===== src/rtl/skl8_seq_adder_if.sv =====
// skl8_seq_adder_if
//   Request/result bundle for skl8_seq_adder.
//   Two request channels (req0_*, req1_*): valid/ready handshake, operands a/b,
//   carry-in, and a subtract select that exists only when SKL8_SEQ_SUB_EN is
//   defined. One result channel (res_*): valid/ready, WIDTH-bit sum, carry-out
//   and the id of the owning requester.
//   Modports: master = requesters + result consumer, slave = the adder.
interface skl8_seq_adder_if #(
  parameter int unsigned WIDTH = 32
);
  logic             req0_valid;
  logic             req0_ready;
  logic [WIDTH-1:0] req0_a;
  logic [WIDTH-1:0] req0_b;
  logic             req0_cin;
  logic             req1_valid;
  logic             req1_ready;
  logic [WIDTH-1:0] req1_a;
  logic [WIDTH-1:0] req1_b;
  logic             req1_cin;
`ifdef SKL8_SEQ_SUB_EN
  logic             req0_sub;
  logic             req1_sub;
`endif
  logic             res_valid;
  logic             res_ready;
  logic [WIDTH-1:0] res_sum;
  logic             res_cout;
  logic             res_id;

  modport master (
    output req0_valid, req0_a, req0_b, req0_cin,
    output req1_valid, req1_a, req1_b, req1_cin,
`ifdef SKL8_SEQ_SUB_EN
    output req0_sub, req1_sub,
`endif
    input  req0_ready, req1_ready,
    input  res_valid, res_sum, res_cout, res_id,
    output res_ready
  );

  modport slave (
    input  req0_valid, req0_a, req0_b, req0_cin,
    input  req1_valid, req1_a, req1_b, req1_cin,
`ifdef SKL8_SEQ_SUB_EN
    input  req0_sub, req1_sub,
`endif
    output req0_ready, req1_ready,
    output res_valid, res_sum, res_cout, res_id,
    input  res_ready
  );
endinterface


===== src/rtl/skl8_seq_adder.sv =====
// skl8_seq_adder
//   Time-shared WIDTH-bit adder. Two requesters are round-robin arbitrated onto
//   one 8-bit Sklansky prefix slice (skl8); each accepted operation is summed
//   one byte per cycle, LSB byte first, carry held in a register between bytes.
//   Ports:
//     clk  - clock, rising edge
//     rst  - asynchronous, active-high reset
//     bus  - skl8_seq_adder_if.slave: req0_*/req1_* requests, res_* result
//   Optional feature: define SKL8_SEQ_SUB_EN to add reqN_sub (a - b mode).

// skl8: 8-bit Sklansky prefix adder slice.
//   a_i, b_i  - operand bytes      cin_i   - carry in
//   s_o       - sum byte           cout_o  - carry out of bit 7
//   p_out_o   - group propagate    g_out_o - group generate (bits 7:0)
module skl8 (
  input  logic [7:0] a_i,
  input  logic [7:0] b_i,
  input  logic       cin_i,
  output logic [7:0] s_o,
  output logic       cout_o,
  output logic       p_out_o,
  output logic       g_out_o
);
  logic [7:0] g0, p0, g1, p1, g2, p2, g3, p3;
  logic [8:0] c;

  assign g0 = a_i & b_i;
  assign p0 = a_i ^ b_i;

  // Level 1: span 2, odd bits combine with their lower neighbour.
  for (genvar i = 0; i < 8; i++) begin : g_l1
    if (i % 2 == 1) begin : g_cmb
      assign g1[i] = g0[i] | (p0[i] & g0[i-1]);
      assign p1[i] = p0[i] & p0[i-1];
    end else begin : g_pass
      assign g1[i] = g0[i];
      assign p1[i] = p0[i];
    end
  end

  // Level 2: span 4, upper half of each nibble combines with that nibble's bit 1.
  for (genvar i = 0; i < 8; i++) begin : g_l2
    if ((i / 2) % 2 == 1) begin : g_cmb
      assign g2[i] = g1[i] | (p1[i] & g1[(i/4)*4+1]);
      assign p2[i] = p1[i] & p1[(i/4)*4+1];
    end else begin : g_pass
      assign g2[i] = g1[i];
      assign p2[i] = p1[i];
    end
  end

  // Level 3: span 8, upper nibble combines with bit 3.
  for (genvar i = 0; i < 8; i++) begin : g_l3
    if (i >= 4) begin : g_cmb
      assign g3[i] = g2[i] | (p2[i] & g2[3]);
      assign p3[i] = p2[i] & p2[3];
    end else begin : g_pass
      assign g3[i] = g2[i];
      assign p3[i] = p2[i];
    end
  end

  // g3/p3 hold group terms for bits [i:0]; cin folds in as bit -1.
  assign c       = {g3 | (p3 & {8{cin_i}}), cin_i};
  assign s_o     = p0 ^ c[7:0];
  assign cout_o  = c[8];
  assign p_out_o = p3[7];
  assign g_out_o = g3[7];
endmodule

module skl8_seq_adder #(
  parameter int unsigned WIDTH = 32
) (
  input  logic             clk,
  input  logic             rst,
  skl8_seq_adder_if.slave  bus
);
  localparam int unsigned   NBYTES = WIDTH / 8;
  localparam int unsigned   KW     = (NBYTES > 1) ? $clog2(NBYTES) : 1;
  localparam logic [KW-1:0] K_LAST = KW'(NBYTES - 1);

  typedef enum logic [1:0] {IDLE, RUN, DONE} state_e;

  state_e           state_q, state_d;
  logic [WIDTH-1:0] a_q, a_d, b_q, b_d, sum_q, sum_d;
  logic             cin_q, cin_d;
  logic             carry_q, carry_d;
  logic             cout_q, cout_d;
  logic             id_q, id_d;
  logic             prio_q, prio_d;
  logic [KW-1:0]    k_q, k_d;

  logic             gnt_any, gnt_id;
  logic [7:0]       sl_a, sl_b, sl_s;
  logic             sl_cin, sl_cout;
  logic             slice_p_unused, slice_g_unused;
`ifdef SKL8_SEQ_SUB_EN
  logic             sel_sub;
`endif

  // Arbitration: a lone requester wins; on contention prio_q picks.
  always_comb begin
    gnt_any = bus.req0_valid | bus.req1_valid;
    gnt_id  = (bus.req0_valid & bus.req1_valid) ? prio_q : bus.req1_valid;
  end

`ifdef SKL8_SEQ_SUB_EN
  assign sel_sub = gnt_id ? bus.req1_sub : bus.req0_sub;
`endif

  // Byte k of the latched operands feeds the shared slice.
  always_comb begin
    sl_a = '0;
    sl_b = '0;
    for (int unsigned i = 0; i < NBYTES; i++) begin
      if (k_q == i[KW-1:0]) begin
        sl_a = a_q[i*8 +: 8];
        sl_b = b_q[i*8 +: 8];
      end
    end
    sl_cin = (k_q == '0) ? cin_q : carry_q;
  end

  // Group p/g are only useful when slices are chained; carry ripples via carry_q.
  skl8 u_slice (
    .a_i     (sl_a),
    .b_i     (sl_b),
    .cin_i   (sl_cin),
    .s_o     (sl_s),
    .cout_o  (sl_cout),
    .p_out_o (slice_p_unused),
    .g_out_o (slice_g_unused)
  );

  // FSM: state register
  always_ff @(posedge clk or posedge rst) begin
    if (rst) state_q <= IDLE;
    else     state_q <= state_d;
  end

  // FSM: next state
  always_comb begin
    state_d = state_q;
    case (state_q)
      IDLE:    if (gnt_any)       state_d = RUN;
      RUN:     if (k_q == K_LAST) state_d = DONE;
      DONE:    if (bus.res_ready) state_d = IDLE;
      default:                    state_d = IDLE;
    endcase
  end

  // FSM: outputs
  always_comb begin
    bus.req0_ready = ~rst & (state_q == IDLE) & gnt_any & ~gnt_id;
    bus.req1_ready = ~rst & (state_q == IDLE) & gnt_any &  gnt_id;
    bus.res_valid  = (state_q == DONE);
    bus.res_sum    = sum_q;
    bus.res_cout   = cout_q;
    bus.res_id     = id_q;
  end

  // Datapath next state
  always_comb begin
    a_d     = a_q;
    b_d     = b_q;
    sum_d   = sum_q;
    cin_d   = cin_q;
    carry_d = carry_q;
    cout_d  = cout_q;
    id_d    = id_q;
    prio_d  = prio_q;
    k_d     = k_q;
    case (state_q)
      IDLE: begin
        if (gnt_any) begin
          a_d     = gnt_id ? bus.req1_a : bus.req0_a;
          b_d     = gnt_id ? bus.req1_b : bus.req0_b;
          cin_d   = gnt_id ? bus.req1_cin : bus.req0_cin;
`ifdef SKL8_SEQ_SUB_EN
          // a - b as a + ~b + 1
          if (sel_sub) begin
            b_d   = ~(gnt_id ? bus.req1_b : bus.req0_b);
            cin_d = 1'b1;
          end
`endif
          id_d    = gnt_id;
          k_d     = '0;
          carry_d = 1'b0;
          prio_d  = ~gnt_id;
        end
      end
      RUN: begin
        for (int unsigned i = 0; i < NBYTES; i++) begin
          if (k_q == i[KW-1:0]) sum_d[i*8 +: 8] = sl_s;
        end
        carry_d = sl_cout;
        k_d     = k_q + 1'b1;
        if (k_q == K_LAST) cout_d = sl_cout;
      end
      default: ;
    endcase
  end

  always_ff @(posedge clk or posedge rst) begin
    if (rst) begin
      a_q     <= '0;
      b_q     <= '0;
      sum_q   <= '0;
      cin_q   <= 1'b0;
      carry_q <= 1'b0;
      cout_q  <= 1'b0;
      id_q    <= 1'b0;
      prio_q  <= 1'b0;
      k_q     <= '0;
    end else begin
      a_q     <= a_d;
      b_q     <= b_d;
      sum_q   <= sum_d;
      cin_q   <= cin_d;
      carry_q <= carry_d;
      cout_q  <= cout_d;
      id_q    <= id_d;
      prio_q  <= prio_d;
      k_q     <= k_d;
    end
  end
endmodule


===== src/flat_wrapper.sv =====
// flat-port wrapper written by rule: the top's interface ports become plain ports
module skl8_seq_adder_flat 
#(
  parameter int unsigned WIDTH = 32
)
  (clk, rst, bus_req0_valid, bus_req0_a, bus_req0_b, bus_req0_cin, bus_req1_valid, bus_req1_a, bus_req1_b, bus_req1_cin, bus_req0_ready, bus_req1_ready, bus_res_valid, bus_res_sum, bus_res_cout, bus_res_id, bus_res_ready);
  skl8_seq_adder_if #(.WIDTH(WIDTH)) bus_i ();
  input  logic clk;
  input  logic rst;
  input wire logic [$bits(bus_i.req0_valid)-1:0] bus_req0_valid;
  input wire logic [$bits(bus_i.req0_a)-1:0] bus_req0_a;
  input wire logic [$bits(bus_i.req0_b)-1:0] bus_req0_b;
  input wire logic [$bits(bus_i.req0_cin)-1:0] bus_req0_cin;
  input wire logic [$bits(bus_i.req1_valid)-1:0] bus_req1_valid;
  input wire logic [$bits(bus_i.req1_a)-1:0] bus_req1_a;
  input wire logic [$bits(bus_i.req1_b)-1:0] bus_req1_b;
  input wire logic [$bits(bus_i.req1_cin)-1:0] bus_req1_cin;
  output wire logic [$bits(bus_i.req0_ready)-1:0] bus_req0_ready;
  output wire logic [$bits(bus_i.req1_ready)-1:0] bus_req1_ready;
  output wire logic [$bits(bus_i.res_valid)-1:0] bus_res_valid;
  output wire logic [$bits(bus_i.res_sum)-1:0] bus_res_sum;
  output wire logic [$bits(bus_i.res_cout)-1:0] bus_res_cout;
  output wire logic [$bits(bus_i.res_id)-1:0] bus_res_id;
  input wire logic [$bits(bus_i.res_ready)-1:0] bus_res_ready;
  assign bus_i.req0_valid = bus_req0_valid;
  assign bus_i.req0_a = bus_req0_a;
  assign bus_i.req0_b = bus_req0_b;
  assign bus_i.req0_cin = bus_req0_cin;
  assign bus_i.req1_valid = bus_req1_valid;
  assign bus_i.req1_a = bus_req1_a;
  assign bus_i.req1_b = bus_req1_b;
  assign bus_i.req1_cin = bus_req1_cin;
  assign bus_req0_ready = bus_i.req0_ready;
  assign bus_req1_ready = bus_i.req1_ready;
  assign bus_res_valid = bus_i.res_valid;
  assign bus_res_sum = bus_i.res_sum;
  assign bus_res_cout = bus_i.res_cout;
  assign bus_res_id = bus_i.res_id;
  assign bus_i.res_ready = bus_res_ready;
  skl8_seq_adder #(.WIDTH(WIDTH)) u_core (.clk(clk), .rst(rst), .bus(bus_i));
endmodule

===== config.mk =====
export PLATFORM = sky130hd
export DESIGN_NAME = skl8_seq_adder_flat
export DESIGN_NICKNAME = d
export VERILOG_FILES = /design/src/rtl/skl8_seq_adder_if.sv /design/src/rtl/skl8_seq_adder.sv /design/src/flat_wrapper.sv
export SDC_FILE = /design/constraint.sdc
export NUM_CORES = 1
export LEC_CHECK = 0
export ABC_AREA = 1
export BUFFER_PORTS_ARGS = -buffer_cell sky130_fd_sc_hd__buf_4
export CAP_MARGIN = 20
export CORE_MARGIN = 1
export CORE_UTILIZATION = 40
export DETAILED_ROUTE_END_ITERATION = 7
export MAX_ROUTING_LAYER = met4
export PLACE_DENSITY = 0.67
export SYNTH_ARGS = -nofsm -noshare
export SYNTH_HDL_FRONTEND = slang
export SYNTH_SLANG_ARGS = --single-unit

===== constraint.sdc =====
create_clock -name clk -period 3.15 [get_ports clk]
set_clock_uncertainty 0.1 [all_clocks]
set_input_delay 0.315 -clock clk [delete_from_list [all_inputs] [get_ports clk]]
set_output_delay 0.315 -clock clk [all_outputs]
set_load 0.02 [all_outputs]

* Yosys cells after proc, flatten, opt, wreduce, memory -nomap -nowiden
Index checks and enable logic that the tools add are counted.
** Cells by class
- Bitwise operators :: 49
- Reductions and logical operators :: 10
- Muxes and demuxes :: 21
- Equal/unequal tests :: 8
- $add $sub $neg :: 1
** Operators by type and width (number)
- two-way mux 32 bit :: 2
- two-way mux 8 bit :: 8
- AND 1 bit :: 29
- AND 8 bit :: 2
- bitwise XOR 8 bit :: 2
- OR 1 bit :: 13
- AND reduction 2 bit :: 6
- two-way mux 2 bit :: 4
- OR 8 bit :: 1
- equality test 2 bit, second input constant :: 3
- inequality test 2 x 1 -> 1 bit, second input constant :: 3
- case mux 2 bit (3 select lines) :: 1
- equality test 2 x 1 -> 1 bit, second input constant :: 2
- zero test 2 bit :: 2
- two-way mux 1 bit :: 4
- case mux 2 bit (2 select lines) :: 1
- AND reduction 3 bit :: 1
- adder 2 x 1 -> 2 bit, second input constant :: 1
- NOT 1 bit :: 2
- case mux 1 bit (2 select lines) :: 1
- nonzero test 2 bit :: 1
** Storage, ports and cells
- Register bits after elaboration :: 105
- Output and inout bits :: 37
- Bits of input ports :: 135
- Word-level logic and storage cells :: 102

* Logic depth before layout (Yosys ltp)
Gate-level depths: netlist of run 1.
- Depth in word-level cells :: 14
- Gate-level depth with buffers :: 18
- Gate-level depth less buffers :: 18

* By module
A second synthesis of run 1 with hierarchy kept.
** Second synthesis, totals
- Cells, all modules :: 744
- Area, all modules :: 5771.8 um2
** Modules (own cells, without submodules)
- skl8_seq_adder :: seq. area each 2627.5 um2, cells an instance 672, times used 1, area an instance 5345.1 um2
- skl8 :: seq. area each 0.0 um2, cells an instance 72, times used 1, area an instance 426.7 um2

* Worst setup path after synthesis of run 1
No wires, ideal clock.
- Kind :: register to register
- Start point :: register u_core.k_q[1]
- End point :: register u_core.sum_q[15], in the netlist u_core.bus.res_sum[15]
- Setup slack :: 0.531 ns
- Stages on the path, launching flop included :: 16
- Arrival :: 2.400 ns
- Path buffers :: 1
- Setup time :: 0.118 ns
- Period minus slack after synthesis :: 2.619 ns
- Data required time :: 2.932 ns
- Cell sequence :: dfrtp_1 > inv_1 > ha_1 > buf_2 > nor2_2 > inv_1 > o21ai_0 > o21ai_0 > a21oi_1 > ha_1 > a21oi_1 > nand2_1 > nand2_1 > nand4_1 > nand3_1 > nand2_1
** Between the ends
- Longest elaborated chain between the ends :: 14
- Elaborated cells between the ends (all ways) :: 37
- Classes of those cells :: eq/ne (3); mux (9); bitwise (23); reduce/logical (2)
** RTL lines
- from (decl) :: RTL line skl8_seq_adder.sv:91 : logic [KW-1:0] k_q, k_d;
- from (signal assigned) :: RTL line skl8_seq_adder.sv:224 : k_q <= k_d;
- zero test 2 bit :: RTL line skl8_seq_adder.sv:116, skl8_seq_adder.sv:121
- two-way mux 8 bit (4 in a row) :: RTL line skl8_seq_adder.sv:116 : if (k_q == i[KW-1:0]) begin
- bitwise XOR 8 bit or AND 8 bit (tied branches) :: RTL line skl8_seq_adder.sv:28, skl8_seq_adder.sv:27
- AND 1 bit :: RTL line skl8_seq_adder.sv:33 : assign g1[i] = g0[i] | (p0[i] & g0[i-1]);
- OR 1 bit :: RTL line skl8_seq_adder.sv:33
- AND 1 bit :: RTL line skl8_seq_adder.sv:44 : assign g2[i] = g1[i] | (p1[i] & g1[(i/4)*4+1]);
- OR 1 bit :: RTL line skl8_seq_adder.sv:44
- AND 1 bit :: RTL line skl8_seq_adder.sv:55 : assign g3[i] = g2[i] | (p2[i] & g2[3]);
- OR 1 bit :: RTL line skl8_seq_adder.sv:55
- OR 8 bit :: RTL line skl8_seq_adder.sv:64 : assign c = {g3 | (p3 & {8{cin_i}}), cin_i};
- bitwise XOR 8 bit :: RTL line skl8_seq_adder.sv:65 : assign s_o = p0 ^ c[7:0];
- to (signal assigned) :: RTL line skl8_seq_adder.sv:218 : sum_q <= sum_d;
- to (decl) :: RTL line skl8_seq_adder.sv:85 : logic [WIDTH-1:0] a_q, a_d, b_q, b_d, sum_q, sum_d;
Parallel ways exist; a longest one is shown, timed or not.
A chain may end at the register's enable or synchronous reset.

* Worst setup path after layout of run 1
- Start point :: register u_core.k_q[1]
- End point :: register u_core.sum_q[22], in the netlist u_core.bus.res_sum[22]
The elaborated chain is that of the path after synthesis.

==> results of run 1 <==
-- through the flow --
| step | hold WS, ns | setup TNS (ns) |
|---|---|---|
| floorplan | 0.310 | 0 |
| global placement | 0.371 | 0 |
| detailed placement | 0.369 | 0 |
| CTS | 0.0456 | 0 |
| global route | 0.0502 | -0.520 |
| finish | 0.0387 | 0 |
-- power by group --
group / switching (uW) / internal, uW / total [uW]
combinational: 3110 / 1710 / 4820
clock: 527 / 567 / 1090
sequential: 414 / 2010 / 2430
total: 4060 / 4290 / 8340
-- flip-flops by register name, indices dropped and copies added, names as in the netlist --
| register | count |
|---|---|
| u_core.bus.res_cout | 1 |
| u_core.a_q | 32 |
| u_core.bus.res_sum | 32 |
| u_core.bus.res_id | 1 |
| u_core.k_q | 2 |
| u_core.cin_q | 1 |
| u_core.prio_q | 1 |
| u_core.b_q | 32 |
| u_core.state_q | 2 |
| u_core.carry_q | 1 |
-- how the worst min path moves through the flow --
| stage | startpoint | end | slack, ns | cells past startpoint |
|---|---|---|---|---|
| finish | rst | u_core.state_q[1] | 0.04 | 3 |
| global route | bus_res_ready | u_core.state_q[1] | 0.05 | 2 |
| CTS | bus_res_ready | u_core.state_q[1] | 0.05 | 2 |
| detailed placement | u_core.bus.res_sum[1] | u_core.bus.res_sum[1] | 0.37 | 2 |
| global placement | u_core.bus.res_sum[17] | u_core.bus.res_sum[17] | 0.37 | 2 |
| floorplan | bus_res_ready | u_core.state_q[1] | 0.31 | 1 |
-- repair_timing --
item                       CTS  global route
setup endpoints to repair    0            26
gates resized for setup      0            13
setup buffers                0             1
-- critical path: stages, from the launching register on --
cell,delay (ns)
dfrtp_1,0.41
inv_1,0.12
ha_2,0.21
inv_1,0.09
nor2_4,0.23
inv_2,0.11
o21ai_0,0.15
o21ai_0,0.10
a21oi_1,0.18
ha_1,0.31
nand2_2,0.12
inv_1,0.04
nand2_1,0.10
nand2_1,0.10
nand2_1,0.09
nand4_1,0.17
nand3_1,0.14
nand2_1,0.06
-- area by class of cell --
| type | instances | area, um^2 | share of cell area (%) |
|---|---|---|---|
| flip-flops and latches | 105 | 2630 | 36.0 |
| multi-input cells | 478 | 2510 | 34.4 |
| repair buffers | 187 | 1420 | 19.4 |
| diodes | 1 | 2.50 | 0.0343 |
| clock inverters | 6 | 47.5 | 0.652 |
| inverters | 61 | 233 | 3.19 |
| clock buffers | 10 | 239 | 3.28 |
| well taps | 176 | 220 | 3.02 |
-- cell families after synthesis --
| kind of cell | count (synthesis) |
|---|---|
| adder cells (fa/ha/maj) | 13 |
| buffers and inverters | 111 |
| AND/OR/NAND/NOR | 370 |
| flip-flops | 105 |
| XOR/XNOR | 2 |
| AO/OA/AOI/OAI | 93 |
-- metal layers --
layer / track usage (%) / part of all wire [%] / wire length (um)
met1: 34.3 / 46 / 7910
met2: 40.3 / 47 / 8090
met3: 3.99 / 5.6 / 959
met4: 7.27 / 1.8 / 303
met5: - / 0 / 0
-- cell usage after synthesis --
library cell,instances
nand2_1,159
nand3_1,138
dfrtp_1,105
inv_1,60
nand4_1,53
o21ai_0,41
clkbuf_1,27
a21oi_1,21
o221ai_1,16
nor2_1,15
ha_1,12
buf_2,10
buf_4,8
o211ai_1,8
a22oi_1,6
buf_1,5
fa_1,1
inv_2,1
nand3_2,1
nand3b_1,1
nor2_2,1
nor3_1,1
nor3_4,1
o31ai_1,1
xnor2_1,1
xor2_1,1
==> flow_metrics.py, run 1 <==
metrics = {
    "status": {
        "outcome": "finished clean",
    },
    "synth": {
        "syn_inst": 694,
        "ys_seq_elements": 105,
        "synth_top_area_cell": "dfrtp_1",
        "synthTopCellsByArea": "dfrtp_1 47%, nand3_1 12%, nand2_1 11%",
        "synth_top_family_by_area": "simple AND/OR/NAND/NOR gates",
        "synthAdderAreaFrac_pct": 3.06,
        "synth_area_um2": 5560,
        "yosys_warnings": 0,
        "syn_nets": 842,
        "synth_xor_area_share_pct": 0.315,
        "synth.top_cell.area_share_pct": 47.3,
        "synthMuxAreaShare_pct": 0,
        "syn_area_per_cell_um2": 8.01,
        "synth-compound-area-share_pct": 10.1,
        "synth_sequential_area_ratio_pct": 47.3,
        "synth_cell_type_count": 26,
        "synthSimpleGateAreaFrac_pct": 31.0,
    },
    "setup_path": {
        "worstPathRequired_ns": 3.29,
        "rrSetupSlack_ns": 0.19,
        "cp.arrival_ns": 3.09,
        "start_kind": "flop",
        "startpoint": "u_core.k_q[1]",
        "path_max_fanout": 8,
        "path_class": "reg -> reg",
        "rr_worst_depth": 17,
        "timing.rr.start": "u_core.k_q[1]",
        "crit_path_end": "u_core.bus.res_sum[22]",
        "r2r-end": "u_core.bus.res_sum[22]",
        "crit_path_end_kind": "flop",
    },
    "global_routing": {
        "grt_pass1_vias": 5408,
        "grtUsageTotal_pct": 25.6,
        "antenna_found_initial": 1,
        "grt_max_degree": 106,
        "overflow": 0,
        "grt_pass1_wl_um": 27800,
    },
    "clock_network": {
        "hold_buffers": 0,
        "cts_tree": "yes",
        "cts_root_buf": "clkbuf_16",
        "cts.htree.levels": 3,
        "path_clk_slew_ns": 0.08,
        "cts_buffers": 9,
        "clk_latency_ns": 0.35,
        "cts.sinks": 105,
        "clock_path_buffers": 2,
    },
    "timing": {
        "setup-violations-final": 0,
        "fin_crit_ns": 2.96,
        "finalCritPeriodShare_pct": 93.9,
        "fmax_mhz": 338,
        "hold_violations": 0,
        "relSlewSlack_pct": 40.4,
        "finalWorstSetupSlack_ns": 0.193,
        "maxSlewViolCount": 0,
        "rsz0062_at_grt": "yes",
        "tightest_slew_ns": 0.892,
    },
    "routing": {
        "wirelength_um": 17300,
        "vias": 5543,
        "via_per_inst": 5.41,
        "wl_per_cell_um": 16.8,
        "drc_errors": 0,
        "antenna_left": 0,
        "drt_iter0_markers": 371,
        "dr.pass1.iters": 7,
    },
    "floorplanning": {
        "boundaryPins": 172,
        "core_um2": 13400,
        "die_area_um2": 14400,
        "dieWidth_um": 120,
        "fp-row-count": 42,
        "die_h_um": 120,
        "initial_core_util_pct": 41.5,
    },
    "cells_and_area": {
        "areaGrowthSynthToFinish_pct": 31.2,
        "nets": 990,
        "nFillCells": 1297,
        "layout-drive-gt1-share_pct": 25.9,
        "layout.cells.non_filler": 1024,
        "fin_area_um2": 7290,
        "final_common_cell": "buf_4",
        "most-common-layout-cells": "186 x buf_4, 155 x nand2_1, 138 x nand3_1",
        "fin_util_pct": 54.4,
    },
    "placement": {
        "place_ws_ns": 0.0394,
        "port_buffers": 171,
        "dp_cells": 1006,
        "dp_hpwl_um": 12900,
        "dpl-instance-area_um2": 6970,
        "gp_congestion": 0.924,
    },
    "power": {
        "p_leak_uw": 0.00373,
        "vdd_ir_drop_max_v": 0.000481,
        "powerDensity_nw_per_um2": 1140,
        "finalPower_uw": 8340,
    },
    "min_path": {
        "min_path_type": "in -> async",
    },
    "flow_run": {
        "maxCapViolCount": 0,
    },
}
Note: power is estimated with default switching activity, not from simulation.
==> inputs of run 2 (changes only) <==
- CORE_UTILIZATION: 40 -> 45
- PLACE_DENSITY: 0.67 -> 0.74
==> run 2 against run 1 <==
  * Combinational power fell by 2%
  * Global-route usage increased by 1.9 points
  * Sequential power about the same
==> flow_metrics.py, run 2 (synthesized netlist as in run 1, its figures left out) <==
metrics = {
    "clock_network": {
        "clk_latency_ns": 0.34,
        "cts.sinks": 105,
        "path_clk_slew_ns": 0.07,
        "cts_buffers": 9,
        "cts_tree": "yes",
        "cts_root_buf": "clkbuf_16",
        "cts.htree.levels": 3,
        "clock_path_buffers": 2,
    },
    "placement": {
        "gp_congestion": 0.924,
        "dp_hpwl_um": 12300,
        "dp_cells": 976,
        "place_ws_ns": 0.0588,
        "port_buffers": 171,
    },
    "floorplanning": {
        "initial_core_util_pct": 46.3,
        "core_um2": 12000,
        "fp-row-count": 40,
        "dieWidth_um": 113,
        "die_area_um2": 12800,
        "die_h_um": 113,
        "boundaryPins": 172,
    },
    "power": {
        "p_leak_uw": 0.00372,
        "vdd_ir_drop_max_v": 0.000457,
        "powerDensity_nw_per_um2": 1130,
        "finalPower_uw": 8200,
    },
    "routing": {
        "via_per_inst": 5.65,
        "antenna_left": 0,
        "wl_per_cell_um": 16.6,
        "dr.pass1.iters": 6,
        "drt_iter0_markers": 460,
        "drc_errors": 0,
        "wirelength_um": 16500,
        "vias": 5607,
    },
    "setup_path": {
        "path_class": "reg -> reg",
        "crit_path_end_kind": "flop",
        "timing.rr.start": "u_core.k_q[0]",
        "path_max_fanout": 18,
        "rr_worst_depth": 14,
        "worstPathRequired_ns": 3.25,
        "start_kind": "flop",
        "startpoint": "u_core.k_q[0]",
        "cp.arrival_ns": 3.06,
    },
    "timing": {
        "tightest_slew_ns": 0.852,
        "rsz0062_at_grt": "no",
        "maxSlewViolCount": 0,
        "finalCritPeriodShare_pct": 94.0,
        "tns_ns": 0,
        "finalWorstSetupSlack_ns": 0.189,
        "hold_violations": 0,
        "relSlewSlack_pct": 43.1,
        "fmax_mhz": 338,
        "setup-violations-final": 0,
        "fin_crit_ns": 2.96,
    },
    "cells_and_area": {
        "layout-drive-gt1-share_pct": 25.0,
        "most-common-layout-cells": "184 x buf_4, 157 x nand2_1, 138 x nand3_1",
        "layout.cells.non_filler": 992,
        "diodes": 0,
        "nets": 989,
        "areaGrowthSynthToFinish_pct": 30.2,
        "final_common_cell": "buf_4",
        "nFillCells": 1079,
    },
    "global_routing": {
        "grt_max_degree": 106,
        "overflow": 0,
        "grtUsageTotal_pct": 27.5,
        "grt_pass1_wl_um": 26800,
        "grt_pass1_vias": 5338,
        "antenna_found_initial": 0,
    },
    "min_path": {
        "min_path_type": "in -> async",
    },
    "status": {
        "outcome": "finished clean",
    },
    "flow_run": {
        "maxCapViolCount": 0,
    },
}
## run 2: timing repair
action                     in CTS  in global routing
setup endpoints to repair       1                 22
pin swaps                       0                  4
hold buffers                    0                  0
setup buffers                   0                  1
gates resized for setup         1                  7
## run 2: routing by layer
layer,routed length (um),part of all wire [%],GRT usage [%],vias up
li1,-,-,-,2696
met3,1010,6.1,4.50,38
met5,0,0,-,-
met1,7470,45,37.6,2644
met4,350,2.1,7.72,0
met2,7680,47,42.3,229
## run 2: per-stage QoR
stage	area (um^2)	utilization, %	hold slack [ns]
finish	7240	60.3	0.0528
global route	7240	60.3	0.0436
CTS	7210	60.0	0.0421
detailed placement	6930	57.7	0.375
global placement	6930	57.7	0.368
floorplan	5560	-	0.310
## run 2: cell type report
cell class / instances / area (um^2) / area share, %
clock buffer: 11 / 243 / 3.35
clock inverter: 4 / 30.0 / 0.415
inverter: 61 / 233 / 3.22
multi-input combinational: 478 / 2500 / 34.5
sequential: 105 / 2630 / 36.3
tap: 147 / 184 / 2.54
timing repair buffer: 186 / 1420 / 19.6
## run 2: critical path: stages (launching register included)
cell      delay (ns)
dfrtp_1         0.40
inv_1           0.17
ha_1            0.21
inv_1           0.10
buf_4           0.21
o211ai_1        0.30
o21ai_1         0.13
ha_1            0.35
nand2_1         0.09
nor2_2          0.19
nand2_1         0.10
nand3_1         0.10
nand2_1         0.07
nand2_1         0.15
o21ai_0         0.12
## run 2: final timing paths
kind	to	slack, ns
worst min-delay path	u_core.bus.res_id	0.05
worst max register to register	u_core.bus.res_sum[28]	0.19
worst max-delay path	u_core.bus.res_sum[28]	0.19
max in group asynchronous	u_core.b_q[2]	2.50
min in group clk	u_core.state_q[1]	0.05
worst min register to register	u_core.bus.res_sum[6]	0.39
## run 2: report_power, final
part	internal, uW	total [uW]	switching [uW]
combinational	1690	4720	3040
clock	556	1050	491
sequential	2010	2430	419
total	4250	8200	3950
